===== config.mk =====
export PLATFORM = sky130hd
export DESIGN_NAME = mem_arbiter
export DESIGN_NICKNAME = d
export VERILOG_FILES = /design/src/rtl/mem_arbiter_pkg.sv /design/src/rtl/mem_arbiter_rr_pick.sv /design/src/rtl/mem_arbiter.sv
export SDC_FILE = /design/constraint.sdc
export NUM_CORES = 1
export LEC_CHECK = 0
export CORE_AREA = 2 2 158 160
export CTS_CLUSTER_DIAMETER = 200
export CTS_CLUSTER_SIZE = 40
export DETAILED_ROUTE_END_ITERATION = 10
export DIE_AREA = 0 0 160 162
export PLACE_DENSITY_LB_ADDON = 0.25
export SKIP_CTS_REPAIR_TIMING = 1
export SYNTH_ARGS = -nofsm -noshare
export SYNTH_HDL_FRONTEND = slang
export SYNTH_SLANG_ARGS = --single-unit

===== constraint.sdc =====
create_clock -name clk -period 8.3 [get_ports clk]
set_clock_uncertainty 0.2 [all_clocks]
set_input_delay 0.83 -clock clk [delete_from_list [all_inputs] [get_ports clk]]
set_output_delay 0.83 -clock clk [all_outputs]
set_load 0.05 [all_outputs]

===== src/rtl/mem_arbiter_pkg.sv =====
// Shared types for the memory arbiter and its round-robin picker.
//   word_t    : memory data/address word
//   arb_id_t  : requester index, wide enough for the largest arbiter (8 requesters)
//   mem_req_t : one access as presented to the memory port
//   mem_rsp_t : one response-pipeline stage {valid, id, wr}
package mem_arbiter_pkg;
  localparam int WORD_W = 32;

  typedef logic [WORD_W-1:0] word_t;
  typedef logic [2:0] arb_id_t;

  typedef struct packed {
    word_t addr;
    word_t din;
    logic  write_en;
  } mem_req_t;

  typedef struct packed {
    logic    valid;
    arb_id_t id;
    logic    wr;
  } mem_rsp_t;
endpackage


===== src/rtl/mem_arbiter_rr_pick.sv =====
// Combinational round-robin picker: selects the first set bit of i_req at or
// after i_ptr, searching upward and wrapping modulo N.
// Ports:
//   i_req [N]   : request vector
//   i_ptr [IDW] : search start index (must be < N)
//   o_gnt [N]   : one-hot grant, zero when nothing requests
//   o_idx [IDW] : encoded index of the grant (0 when o_any = 0)
//   o_any       : some request was granted
module rr_pick #(
  parameter int N = 4,
  localparam int IDW = $clog2(N)
) (
  input  logic [N-1:0]   i_req,
  input  logic [IDW-1:0] i_ptr,
  output logic [N-1:0]   o_gnt,
  output logic [IDW-1:0] o_idx,
  output logic           o_any
);
  logic [IDW-1:0] w_cand;

  always_comb begin
    o_gnt  = '0;
    o_idx  = '0;
    o_any  = 1'b0;
    w_cand = '0;
    for (int k = 0; k < N; k++) begin
      w_cand = IDW'((int'(i_ptr) + k) % N);
      if (!o_any && i_req[w_cand]) begin
        o_gnt[w_cand] = 1'b1;
        o_idx         = w_cand;
        o_any         = 1'b1;
      end
    end
  end
endmodule


===== src/rtl/mem_arbiter.sv =====
// Round-robin arbiter sharing one pipelined data-memory port among N
// requesters, routing each response back to its owner after LAT cycles.
//
// Handshake: an access from requester i is accepted in any cycle where
// req[i] and gnt[i] are both high. gnt is only raised while mem_ready is high,
// at most one bit per cycle. Request fields must hold steady while req is high
// and gnt is low. The response arrives exactly LAT cycles after acceptance as
// a one-cycle pulse on rsp_valid[i]; it cannot be back-pressured.
//
// Ports:
//   clk, rst (async, active low)
//   req / req_addr / req_din / req_write_en : per-requester access
//   gnt          : one-hot grant
//   rsp_valid    : one-hot response strobe; rsp_dout carries read data (0 for writes)
//   mem_ready    : memory accepts an access this cycle
//   mem_addr / mem_din / mem_write_en : drive to memory, zero when idle
//   mem_dout     : memory read data, valid LAT cycles after issue
module mem_arbiter
  import mem_arbiter_pkg::*;
#(
  parameter int N   = 4,
  parameter int LAT = 1
) (
  input  logic                    clk,
  input  logic                    rst,
  input  logic [N-1:0]            req,
  input  logic [N-1:0][WORD_W-1:0] req_addr,
  input  logic [N-1:0][WORD_W-1:0] req_din,
  input  logic [N-1:0]            req_write_en,
  output logic [N-1:0]            gnt,
  output logic [N-1:0]            rsp_valid,
  output word_t                   rsp_dout,
  input  logic                    mem_ready,
  output word_t                   mem_addr,
  output word_t                   mem_din,
  output logic                    mem_write_en,
  input  word_t                   mem_dout
);
  localparam int IDW = $clog2(N);

  logic [N-1:0]   w_eligible;
  logic [N-1:0]   w_gnt;
  logic [IDW-1:0] w_idx;
  logic           w_any;
  logic [IDW-1:0] r_ptr;
  mem_req_t       w_sel;
  mem_rsp_t       w_stage0;
  mem_rsp_t       w_last;
  mem_rsp_t       r_pipe [LAT];

  // Gating with rst keeps the bus quiet while reset is held, even though the
  // picker itself is purely combinational.
  assign w_eligible = (mem_ready && rst) ? req : '0;

  rr_pick #(.N(N)) u_pick (
    .i_req (w_eligible),
    .i_ptr (r_ptr),
    .o_gnt (w_gnt),
    .o_idx (w_idx),
    .o_any (w_any)
  );

  assign gnt = w_gnt;

  always_comb begin
    w_sel = '0;
    if (w_any) begin
      w_sel.addr     = req_addr[w_idx];
      w_sel.din      = req_din[w_idx];
      w_sel.write_en = req_write_en[w_idx];
    end
  end

  assign mem_addr     = w_sel.addr;
  assign mem_din      = w_sel.din;
  assign mem_write_en = w_sel.write_en;

  // Pointer moves one past the winner so it becomes lowest priority next.
  always_ff @(posedge clk or negedge rst) begin
    if (!rst) begin
      r_ptr <= '0;
    end else if (w_any) begin
      r_ptr <= (w_idx == IDW'(N-1)) ? '0 : w_idx + 1'b1;
    end
  end

  always_comb begin
    w_stage0 = '0;
    if (w_any) begin
      w_stage0.valid = 1'b1;
      w_stage0.id    = arb_id_t'(w_idx);
      w_stage0.wr    = w_sel.write_en;
    end
  end

  // Tracks ownership of in-flight accesses; shifts every cycle regardless of
  // mem_ready because the memory pipeline itself never stalls.
  always_ff @(posedge clk or negedge rst) begin
    if (!rst) begin
      for (int s = 0; s < LAT; s++) r_pipe[s] <= '0;
    end else begin
      r_pipe[0] <= w_stage0;
      for (int s = 1; s < LAT; s++) r_pipe[s] <= r_pipe[s-1];
    end
  end

  assign w_last = r_pipe[LAT-1];

  always_comb begin
    rsp_valid = '0;
    for (int i = 0; i < N; i++) begin
      if (w_last.valid && (w_last.id == arb_id_t'(i))) rsp_valid[i] = 1'b1;
    end
  end

  // Writes are acknowledged with zero data so rsp_dout never leaks stale reads.
  assign rsp_dout = (w_last.valid && !w_last.wr) ? mem_dout : '0;
endmodule


## Yosys cells after proc, flatten, opt, wreduce, memory -nomap -nowiden

Index checks and enable logic that the tools add are counted.

| cells by class | value |
|---|---|
| $add $sub $neg | 4 |
| magnitude comparators | 9 |
| equal/unequal tests | 4 |
| multiplexer cells | 43 |
| bitwise logic cells | 3 |
| reduce and logical (&&, ||, !) cells | 18 |

Operators by type and width:

| kind | number |
|---|---|
| $bmux 32 s2 | 2 |
| $mux 32 | 3 |
| $mux 65 | 1 |
| $mux 4 | 5 |
| $mux 1 | 17 |
| $lt 2x3->1 const B | 5 |
| $logic_and 1x1->1 | 13 |
| $or 4x4->4 | 3 |
| $bmux 1 s2 | 5 |
| $mux 2 | 5 |
| $demux 1 s2 | 4 |
| $ge 2x1->1 const B | 4 |
| $eq 3x2->1 const B | 2 |
| $mux 5 | 1 |
| $add 2x1->2 const B | 2 |
| $add 2x2->2 const B | 2 |
| $logic_not 1->1 | 4 |
| $eq 3x1->1 const B | 1 |
| $logic_not 3->1 | 1 |
| $eq 2x2->1 const B | 1 |

| storage, ports and cells | value |
|---|---|
| flip-flop bits (word level) | 7 |
| bits of input ports | 299 |
| output and inout bits | 105 |
| word-level logic and storage cells | 85 |

## Depth between registers and ports, before layout

Gate-level depths: netlist (run 1).

| logic depth | value |
|---|---|
| word-level depth | 18 |
| gate-level depth with buffers | 12 |
| mapped depth without buffers | 8 |

## By module

Synthesis (run 1) repeated with hierarchy kept, for this count alone.

| unflattened totals | value |
|---|---|
| cells, all modules | 328 |
| area, all modules | 2876.5 µm² |

By module, submodules not included:

| module | instances | cells each | area each (µm²) | seq. area each (µm²) |
|---|---|---|---|---|
| mem_arbiter | 1 | 283 | 2457.4 | 150.1 |
| rr_pick | 1 | 45 | 419.2 | 0.0 |

## Worst setup path before layout (run 1)

No wires, ideal clock.

| timing | value |
|---|---|
| path kind | register to output |
| start | register r_ptr[0] |
| end | output port mem_addr[13] |
| arrival | 3.185 ns |
| required time | 7.270 ns |
| setup slack | 4.085 ns |
| stages on the path, launching flop included | 13 |
| buffers on the path | 5 |
| cells stage by stage | dfrtp_1 buf_6 inv_2 ha_1 buf_4 inv_1 nor4_1 o31ai_1 a211o_1 buf_6 buf_12 buf_8 mux2i_1 |

| on the way | value |
|---|---|
| cells in the longest elaborated chain, start to end | 15 |
| elaborated cells on any way between the ends | 28 |
| those cells by class | add/sub: 3; mux: 19; reduce/logical: 6 |

RTL lines:

| element | RTL line | RTL |
|---|---|---|
| start, declared | mem_arbiter.sv:45 | `logic [IDW-1:0] r_ptr;` |
| start signal, assigned | mem_arbiter.sv:83 | `r_ptr <= (w_idx == IDW'(N-1)) ? '0 : w_idx + 1'b1;` |
| branches (longest 14 deep; another with $add 2x1->2) | - |  |
| $mux 65 * | mem_arbiter.sv:67 | `if (w_any) begin` |
| end, declared | mem_arbiter.sv:34 | `output word_t mem_addr,` |

Every way passes the cells marked *. The select of a mux whose other input is x is not followed.

## Worst setup path in the final report (run 1)

| timing | value |
|---|---|
| start | register r_ptr[0] |
| end | output port mem_din[20] |

| on the way | value |
|---|---|
| cells in the longest elaborated chain, start to end | 15 |
| elaborated cells on any way between the ends | 28 |
| those cells by class | add/sub: 3; mux: 19; reduce/logical: 6 |

RTL lines:

| element | RTL line | RTL |
|---|---|---|
| branches (longest 14 deep; another with $add 2x1->2) | - |  |
| $mux 65 * | mem_arbiter.sv:67 |  |
| end, declared | mem_arbiter.sv:35 | `output word_t mem_din,` |

Marked as above.

==> results of run 1 <==
==> cells by family (layout without fill, tap and decap cells) <==
| kind of cell | Yosys count | after routing | share of synthesized area [%] |
|---|---|---|---|
| multiplexers | 135 | 135 | 26.0 |
| adder cells (fa/ha/maj) | 8 | 8 | 1.88 |
| flip-flops | 6 | 6 | 2.82 |
| other | 0 | 1 | 0 |
| AND/OR/NAND/NOR | 129 | 129 | 11.4 |
| buffers and inverters | 171 | 490 | 13.9 |
| AO/OA/AOI/OAI | 285 | 285 | 44.0 |
==> worst max-delay path, stage by stage, from the launching register on <==
cell and delay [ns]:
dfrtp_1 0.68, inv_2 0.24, ha_1 0.62, nand2b_1 0.17
a21boi_1 0.07, o31ai_1 0.66, a211o_4 0.81, buf_4 0.50
mux2i_1 0.25, clkdlybuf4s50_1 0.82
==> sequential cells by signal, indices dropped and copies added (netlist names) <==
signal,count
r_pipe,4
r_ptr,2
==> layer usage <==
metal / vias up / GRT usage, %
li1: 3482 / -
met2: 341 / 35.8
met5: - / 0
met4: 0 / 4.18
met3: 24 / 4.01
met1: 3346 / 23.5
==> cell usage after synthesis (2+ instances only) <==
| library cell | count | area, um^2 |
|---|---|---|
| nand2_1 | 77 | 289 |
| buf_6 | 2 | 22.5 |
| ha_1 | 8 | 100 |
| o221ai_1 | 65 | 569 |
| mux2i_1 | 130 | 1300 |
| buf_8 | 2 | 30.0 |
| buf_2 | 7 | 35.0 |
| buf_4 | 10 | 75.1 |
| nor4_1 | 2 | 12.5 |
| o2111a_1 | 65 | 732 |
| clkbuf_1 | 72 | 270 |
| inv_2 | 3 | 11.3 |
| nor2b_1 | 4 | 25.0 |
| and2_1 | 33 | 206 |
| a32oi_1 | 4 | 35.0 |
| o21ai_0 | 66 | 330 |
| inv_1 | 68 | 255 |
| dfrtp_1 | 6 | 150 |
| nand2b_1 | 2 | 12.5 |
| o211ai_1 | 70 | 526 |
| nor2_1 | 5 | 18.8 |
| buf_1 | 6 | 22.5 |
==> area by class of cell <==
class,instances,share of cell area [%]
antenna,1,0.0263
clock buffer,3,0.790
inverter,71,2.83
multi-input combinational,557,47.1
sequential,6,1.58
tap,324,4.27
timing repair buffer,416,43.4
==> report_power, final <==
group          switching, uW  internal [uW]  total (uW)  leakage [uW]
Combinational           1050            589        1640       0.00366
Sequential              24.4           37.6        62.0     0.0000756
Clock                   17.2           61.9        79.1     0.0000370
Total                   1090            688        1780       0.00378
==> per-stage QoR <==
stage	utilization, %	hold slack [ns]	setup slack (ns)
2_1_floorplan	-	0.334	4.08
3_3_place_gp	39.1	0.664	2.15
3_5_place_dp	39.1	0.675	2.16
4_1_cts	39.4	0.679	2.15
5_1_grt	39.4	0.713	1.85
6_report	39.4	0.680	2.18
==> placed cells by master (no fill, tap or decap), types with 2 or more instances in the layout <==
master / netlist / routed
buf_4: 10 / 13
a32oi_1: 4 / 4
mux2i_1: 130 / 130
clkdlybuf4s50_1: 0 / 402
nor4_1: 2 / 2
o2111a_1: 65 / 65
nor2_1: 5 / 5
nor2b_1: 4 / 4
clkbuf_16: 0 / 3
inv_2: 3 / 4
and2_1: 33 / 33
ha_1: 8 / 8
o221ai_1: 65 / 65
dfrtp_1: 6 / 6
o21ai_0: 66 / 66
o211ai_1: 70 / 70
nand2_1: 77 / 77
nand2b_1: 2 / 2
inv_1: 68 / 66
==> how the worst min path moves through the flow <==
stage / from / end / slack [ns] / depth (start not counted)
floorplan: rst / r_pipe[0] / 0.33 / 0
global placement: r_ptr[0] / r_ptr[0] / 0.66 / 1
detailed placement: r_ptr[0] / r_ptr[0] / 0.67 / 1
CTS: r_ptr[0] / r_ptr[0] / 0.68 / 1
global route: r_ptr[0] / r_ptr[0] / 0.71 / 1
finish: r_ptr[0] / r_ptr[0] / 0.68 / 1
==> summary.md, run 1 <==
| Metric | Value |
|---|---|
| H-tree Lvls | `1` |
| Syn nets | `1041` |
| Final instance area | `9500 um^2` |
| # setup viols final | `0` |
| Tot Pwr | `1780 uW` |
| Die Wd | `160 um` |
| Total grt overflow | `0` |
| Drt wl/cell | `19.4 um` |
| Met1 wire length | `10900 um` |
| Worst Setup Start Kind | `flip-flop` |
| Clock-pin slew on the worst setup and hold paths | `0.04 ns` |
| CTS Buf Count | `3` |
| Layout fillers | `2527` |
| CTS Sinks | `6` |
| Beginning of the critical path | `r_ptr[0]` |
| Drt drc | `0` |
| Synth Cell Area | `5320 um^2` |
| Status | `complete, no violations` |
| DRT antenna net count | `0` |
| Critical Path End Type | `output pin` |
| Slew Viols, Final | `0` |
| CP arrival | `5.09 ns` |
| Setup TNS | `0 ns` |
| Lkg Pwr | `0.00378 uW` |
| Seq/Total Area, Yosys | `2.82%` |
| Ratio of cells with drive above 1 in the final layout | `3.23%` |
| F_max | `0.163 GHz` |
| IO Pins | `404` |
| P&R area growth vs syn | `78.5%` |
| Placed cell count | `1374` |
| Post-DP Area | `9420 um^2` |
| Pin slew with the least headroom to its limit | `0.905 ns` |
| Starting DRC count in detailed routing | `302` |
| Via/cell ratio | `5.22` |
| Post-Syn Instances | `734` |
| Non-Filler Instances | `1378` |
| Pwr Density | `187 nW/um^2` |
| Syn Area/Cell | `7.25 um^2` |
| Metal3 WL | `2100 um` |
| CP max FO | `46` |
| GRT Total Usage | `19.5%` |
| Final min period | `6.12 ns` |
| Post-DP HPWL | `19300 um` |
| Vias | `7193` |
| Longest Clk Path Bufs | `2` |
| Multi-input combinational cell area | `4470 um^2` |
| Seq cells post-synth | `6` |
| Reg2Reg Depth | `9` |
| R2R Path Start | `r_ptr[0]` |
| Crit path required time | `7.27 ns` |
| Final Cycle Share | `73.7%` |
| Pin count of the biggest net entering global routing | `74` |
| Synth Warn # | `0` |
| Reg area | `150 um^2` |
| Maxcap violations | `0` |
| Uppermost layer routed | `met4` |
| First-pass GRT wire length | `41200 um` |
| Nets | `1362` |
| Rows | `57` |
| Initial antenna violation count | `1` |
| CP endpoint | `mem_din[20]` |
| Clock Root Buffer | `clkbuf_16` |
| Port bufs | `403` |
| Worst slew margin | `39.6%` |
| RSZ-0062 raised after global routing | `no` |
| Die area | `25900 um^2` |
| Initial Util | `22.1%` |
| Worst VDD drop | `224 uV` |
| Vias in the first global route | `7263` |
| Synth async-reset ratio | `100%` |
| HP Class | `flip-flop to flip-flop` |
| EDFF count, synth | `0` |
| Capturing point of the worst reg2reg path | `r_pipe[0]` |
| Hold Vio Cnt, Final | `0` |
| Post-Route WL | `26800 um` |
| Met2 routed WL | `13400 um` |
| CTS tree | `yes` |
| 1st-pass router iterations | `5` |
| Crit Path Class | `flip-flop to output pin` |
| Gpl congestion | `0.776` |
| Flop2flop setup slack | `4.20 ns` |
| Prevailing post-synth register cell | `dfrtp_1` |
| CORE AREA | `24100 um^2` |
| Die height | `162 um` |
| Unique cell type count in the Yosys netlist | `49` |
| Clk_lat worst skew | `0.23 ns` |
(Power assumes the default switching activity.)
==> run 2: changes to the inputs <==
Clock period 8.3 ns to 6.35 ns, I/O delays scaled along.
==> summary.md, run 2 (same netlist as run 1, synthesis figures left out) <==
| Metric | Value |
|---|---|
| Status | `complete, no violations` |
| Starting DRC count in detailed routing | `383` |
| Ant. Diodes | `0` |
| Pin count of the biggest net entering global routing | `76` |
| First-pass GRT wire length | `41100 um` |
| Hold Vio Cnt, Final | `0` |
| Final Cycle Share | `87.5%` |
| # setup viols final | `0` |
| Setup TNS | `0 ns` |
| Maxcap violations | `0` |
| HP Class | `input pin to async pin` |
| Initial antenna violation count | `0` |
| Gpl congestion | `0.817` |
| Nets | `1369` |
| Port bufs | `403` |
| Biggest register | `r_pipe` |
| CTS tree | `yes` |
| Pre-CTS setup slack | `0.997 ns` |
| Final min period | `5.56 ns` |
| Drt drc | `0` |
| 1st-pass router iterations | `4` |
| Worst path slowest cell | `clkdlybuf4s50_1` |
| CP arrival | `4.72 ns` |
| Worst path max stage delay | `0.83 ns` |
| Longest Clk Path Bufs | `2` |
| Vias | `7264` |
| Family with the most delay on the worst path | `buffers and inverters` |
| Max FFs per register | `4` |
| Drt wl/cell | `19.6 um` |
| Initial Util | `22.1%` |
| Worst VDD drop | `219 uV` |
| Ratio of cells with drive above 1 in the final layout | `3.87%` |
| Worst Setup Start Kind | `flip-flop` |
| Setup WS post-layout | `0.792 ns` |
| F_max | `0.180 GHz` |
| Total grt overflow | `0` |
| CORE AREA | `24100 um^2` |
| Clock-pin slew on the worst setup and hold paths | `0.03 ns` |
| Die Wd | `160 um` |
| Crit Path Class | `flip-flop to output pin` |
| Lkg Pwr | `0.00382 uW` |
| Bufs and invs on worst path | `3` |
| CTS Sinks | `6` |
| Multi-input combinational cell area | `4470 um^2` |
| Worst slew margin | `46.1%` |
| Vias in the first global route | `7131` |
| Crit path required time | `5.51 ns` |
| Clock Root Buffer | `clkbuf_16` |
| H-tree Lvls | `1` |
| Biggest regs | `r_pipe (4), r_ptr (2)` |
| Slew Viols, Final | `0` |
| Pin slew with the least headroom to its limit | `0.809 ns` |
| IO Pins | `404` |
| Most frequent cells in the layout | `402 x clkdlybuf4s50_1, 130 x mux2i_1, 77 x nand2_1` |
| DRT antenna net count | `0` |
| Worst path cell trace | `inv_2 -> ha_1 -> nand2b_1 -> a21boi_1 -> o31ai_1 -> a211o_4 -> buf_12 -> mux2i_1 -> clkdlybuf4s50_1` |
| RSZ-0062 raised after global routing | `no` |
| Reg area | `150 um^2` |
| GRT Total Usage | `19.7%` |
| Post-Route WL | `27200 um` |
| Via/cell ratio | `5.25` |
| Rows | `57` |
| P&R area growth vs syn | `79.7%` |
| Most common cell after layout, fill and taps aside | `clkdlybuf4s50_1` |
| Pwr Density | `245 nW/um^2` |
| Critical Path End Type | `output pin` |
| Die area | `25900 um^2` |
| CTS Buf Count | `3` |
| Clk_lat worst skew | `0.23 ns` |
| CP max FO | `39` |
| Post-DP HPWL | `20200 um` |
| Die height | `162 um` |
| Layout fillers | `2510` |
-- run 2: area by class of cell --
class                      count  share of cell area, %
clock buffer                   3                  0.785
inverter                      71                   2.81
multi-input combinational    557                   46.7
sequential                     6                   1.57
tap                          324                   4.24
timing repair buffer         423                   43.8
-- run 2: through the flow --
stage / std cells / util [%] / power (uW) / hold WS, ns / cell area, um^2
5_1_grt: 1384 / 39.7 / 2480 / 0.530 / 9560
6_report: 1384 / 39.7 / 2340 / 0.500 / 9560
3_5_place_dp: 1381 / 39.3 / 2240 / 0.673 / 9490
2_1_floorplan: 734 / - / 1530 / 0.139 / 5320
3_3_place_gp: 1381 / 39.3 / 2230 / 0.672 / 9490
4_1_cts: 1384 / 39.7 / 2350 / 0.497 / 9560
-- run 2: path summary, 6_finish.rpt --
path,depth (start not counted),endpoint,slack (ns),startpoint
hold reg to reg,1,r_ptr[0],0.67,r_ptr[0]
hold / removal,1,r_pipe[4],0.50,rst
setup reg to reg,7,r_ptr[1],2.58,r_ptr[0]
max in group asynchronous,1,r_ptr[0],5.17,rst
setup / recovery,9,mem_din[11],0.79,r_ptr[0]
min in group clk,1,r_ptr[0],0.67,r_ptr[0]
-- run 2: power by group --
part	internal (uW)	switching (uW)	total, uW	leakage [uW]
clock network	80.8	21.3	102	0.0000370
registers	49.2	30.8	80.0	0.0000756
logic	787	1370	2160	0.00371
total	917	1420	2340	0.00382
-- run 2: per-layer routing --
| metal | global-route usage [%] | vias to the layer above | routed length, um |
|---|---|---|---|
| met5 | 0 | - | 0 |
| met4 | 4.71 | 0 | 610 |
| met3 | 3.52 | 35 | 1760 |
| met2 | 36.7 | 318 | 13700 |
| met1 | 23.5 | 3417 | 11100 |
| li1 | - | 3494 | - |
-- run 2: worst register-to-register path, cell delays in order, from the launching register on --
cell	delay, ns
dfrtp_1	0.67
inv_2	0.23
ha_1	0.59
nand2b_1	0.18
a21boi_1	0.08
o31ai_1	0.65
a211o_4	0.63
mux2_1	0.41
==> RTL edit: new RTL, flow settings as in run 2 <==
Change the parameter `LAT` from 1 to 2.
--- a/src/rtl/mem_arbiter.sv
+++ b/src/rtl/mem_arbiter.sv
@@ -19,7 +19,7 @@
   import mem_arbiter_pkg::*;
 #(
   parameter int N   = 4,
-  parameter int LAT = 1
+  parameter int LAT = 2
 ) (
   input  logic                    clk,
   input  logic                    rst,
Behaviour: not the same (Yosys sat finds a counterexample within 4 cycles, from zero or initial values and one cycle with rst low).
==> RTL edit against run 2 <==
  * Worst setup slack got worse by 0.11 ns
  * First-iteration DRC count fell by 35%
  * Worst hold slack got worse by 0.36 ns
  * Synthesized area rose by 1.9%
  * Power rose by 1.7%
  * Sequential cell count rose by 4
  * Critical path type unchanged
  * Non-clock buffer count fell by 5
  * Wire length fell by 2.2%
  * Final area rose by 0.93%
==> RTL edit: results (changes against run 2) <==
Worst Reg-to-Reg Cells = 7 (unchanged)
Post-synthesis sequential area ratio = 4.62% (+1.8 points)
Register-to-register setup slack = 2.47 ns (-0.11 ns)
Worst-path fanout max = 37 (-5.1%)
Post-place setup slack = 0.906 ns (-0.0909 ns)
Peak supply drop = 0.259 mV (+19%)
Initial DRT Pass Iterations = 5 (+1)
Hold_sp = r_pipe[7]
DRC = 0 (unchanged)
Largest net degree at the start of global routing = 131 (+72%)
Vias in the first global route = 7097 (-0.48%)
Arr. time, crit path = 4.83 ns (+0.11 ns)
Via count = 7168 (-1.3%)
Reg-to-Reg End = r_ptr[1]
Clk slew on worst S/H paths = 0.04 ns
Routed Wire Length = 26600 um (-2.2%)
CTS Buffer Depth = 2 (unchanged)
Hold Crit Endpoint = r_pipe[2]
GPL Wtd Cong = 0.806 (-1.4%)
Buffers on Ports = 403 (unchanged)
Setup TNS = 0 ns (unchanged)
Crit path to = mem_din[20]
Biggest regs = r_pipe: 8 flops, r_ptr: 2 flops
Total CTS buffers = 3 (unchanged)
Largest cells by area after synthesis = mux2i_1, o2111a_1, o221ai_1, o211ai_1, o21ai_0
Worst Hold Class = reg -> reg
Yosys warns = 0 (unchanged)
Status = finished, final reports clean
Max H-tree Level = 1 (unchanged)
Leak pwr = 0.00386 uW (+1.0%)
Asr flop ratio synth = 100% (unchanged)
Synth cell types = 49 (unchanged)
Max Freq = 0.177 GHz (-1.9%)
Placed Area = 0.00956 mm2 (+0.79%)
Antenna violations before repair = 2 (+2)
Net count after synthesis = 1045 (+0.38%)
Internal power = 950 uW (+3.7%)
Synth cell count leaders = mux2i_1, nand2_1, clkbuf_1
Prevailing post-synth register cell = dfrtp_1
Clock insertion delay at the later pin of the skew report = 0.24 ns
GRT Overall Usage = 19.5% (-0.25 points)
First-pass GRT wire length = 40800 um (-0.82%)
Measured slew at the worst slew-check pin = 1.05 ns (+0.242 ns)
Worst hold path cell count = 0
Post-DP HPWL = 18600 um (-8.2%)
Clk root buf = clkbuf_16
Launch point of the worst path = r_ptr[0]
Final layout net count = 1368 (-0.073%)
Layout cell share with drive strength beyond 1 = 3.49% (-0.38 points)
DR iter-0 viols = 250 (-35%)
N_diodes = 0 (unchanged)
-- RTL edit: kinds of logic (layout without fill, tap and decap cells) --
| group | after synthesis | after routing | synth area share [%] |
|---|---|---|---|
| AOI/OAI and AO/OA | 285 | 285 | 43.2 |
| buffers and inverters | 171 | 493 | 13.7 |
| muxes | 135 | 135 | 25.5 |
| and+or+nand+nor | 129 | 129 | 11.2 |
| DFF | 10 | 10 | 4.62 |
| adders and majority gates | 8 | 8 | 1.85 |
-- RTL edit: per-stage QoR --
stage | hold WS [ns] | cells | utilization, %
3_3_place_gp | 0.132 | 1380 | 39.7
2_1_floorplan | 0.131 | 738 | -
5_1_grt | 0.146 | 1384 | 40.0
3_5_place_dp | 0.135 | 1380 | 39.7
6_report | 0.140 | 1384 | 40.0
4_1_cts | 0.141 | 1384 | 40.0
-- RTL edit: power groups by stage --
stage / Combinational, uW / Clock, uW / Sequential, uW
floorplan: 1470 / 0 / 94.8
global route: 2300 / 130 / 113
global placement: 2150 / 0 / 111
detailed placement: 2160 / 0 / 111
finish: 2150 / 124 / 110
CTS: 2170 / 126 / 110
-- RTL edit: routing by layer --
metal | track usage, % | routed length [um]
met1 | 24.1 | 11200
met2 | 35.0 | 13200
met3 | 3.91 | 1800
met4 | 4.10 | 425
met5 | 0 | 21
-- RTL edit: layout make-up --
type | instances | area [um2]
sequential | 10 | 250
inverter | 71 | 269
timing repair buffer | 418 | 4170
clock buffer | 4 | 88.8
multi-input combinational | 557 | 4470
fill | 2538 | 14500
tap | 324 | 405
-- RTL edit: critical path: stages, from the launching register on --
cell and delay (ns):
dfrtp_1 0.68, inv_2 0.24, ha_1 0.61, nand2b_1 0.16
a21boi_1 0.07, o31ai_1 0.72, a211o_4 0.68, buf_12 0.32
mux2i_1 0.24, clkdlybuf4s50_1 0.83
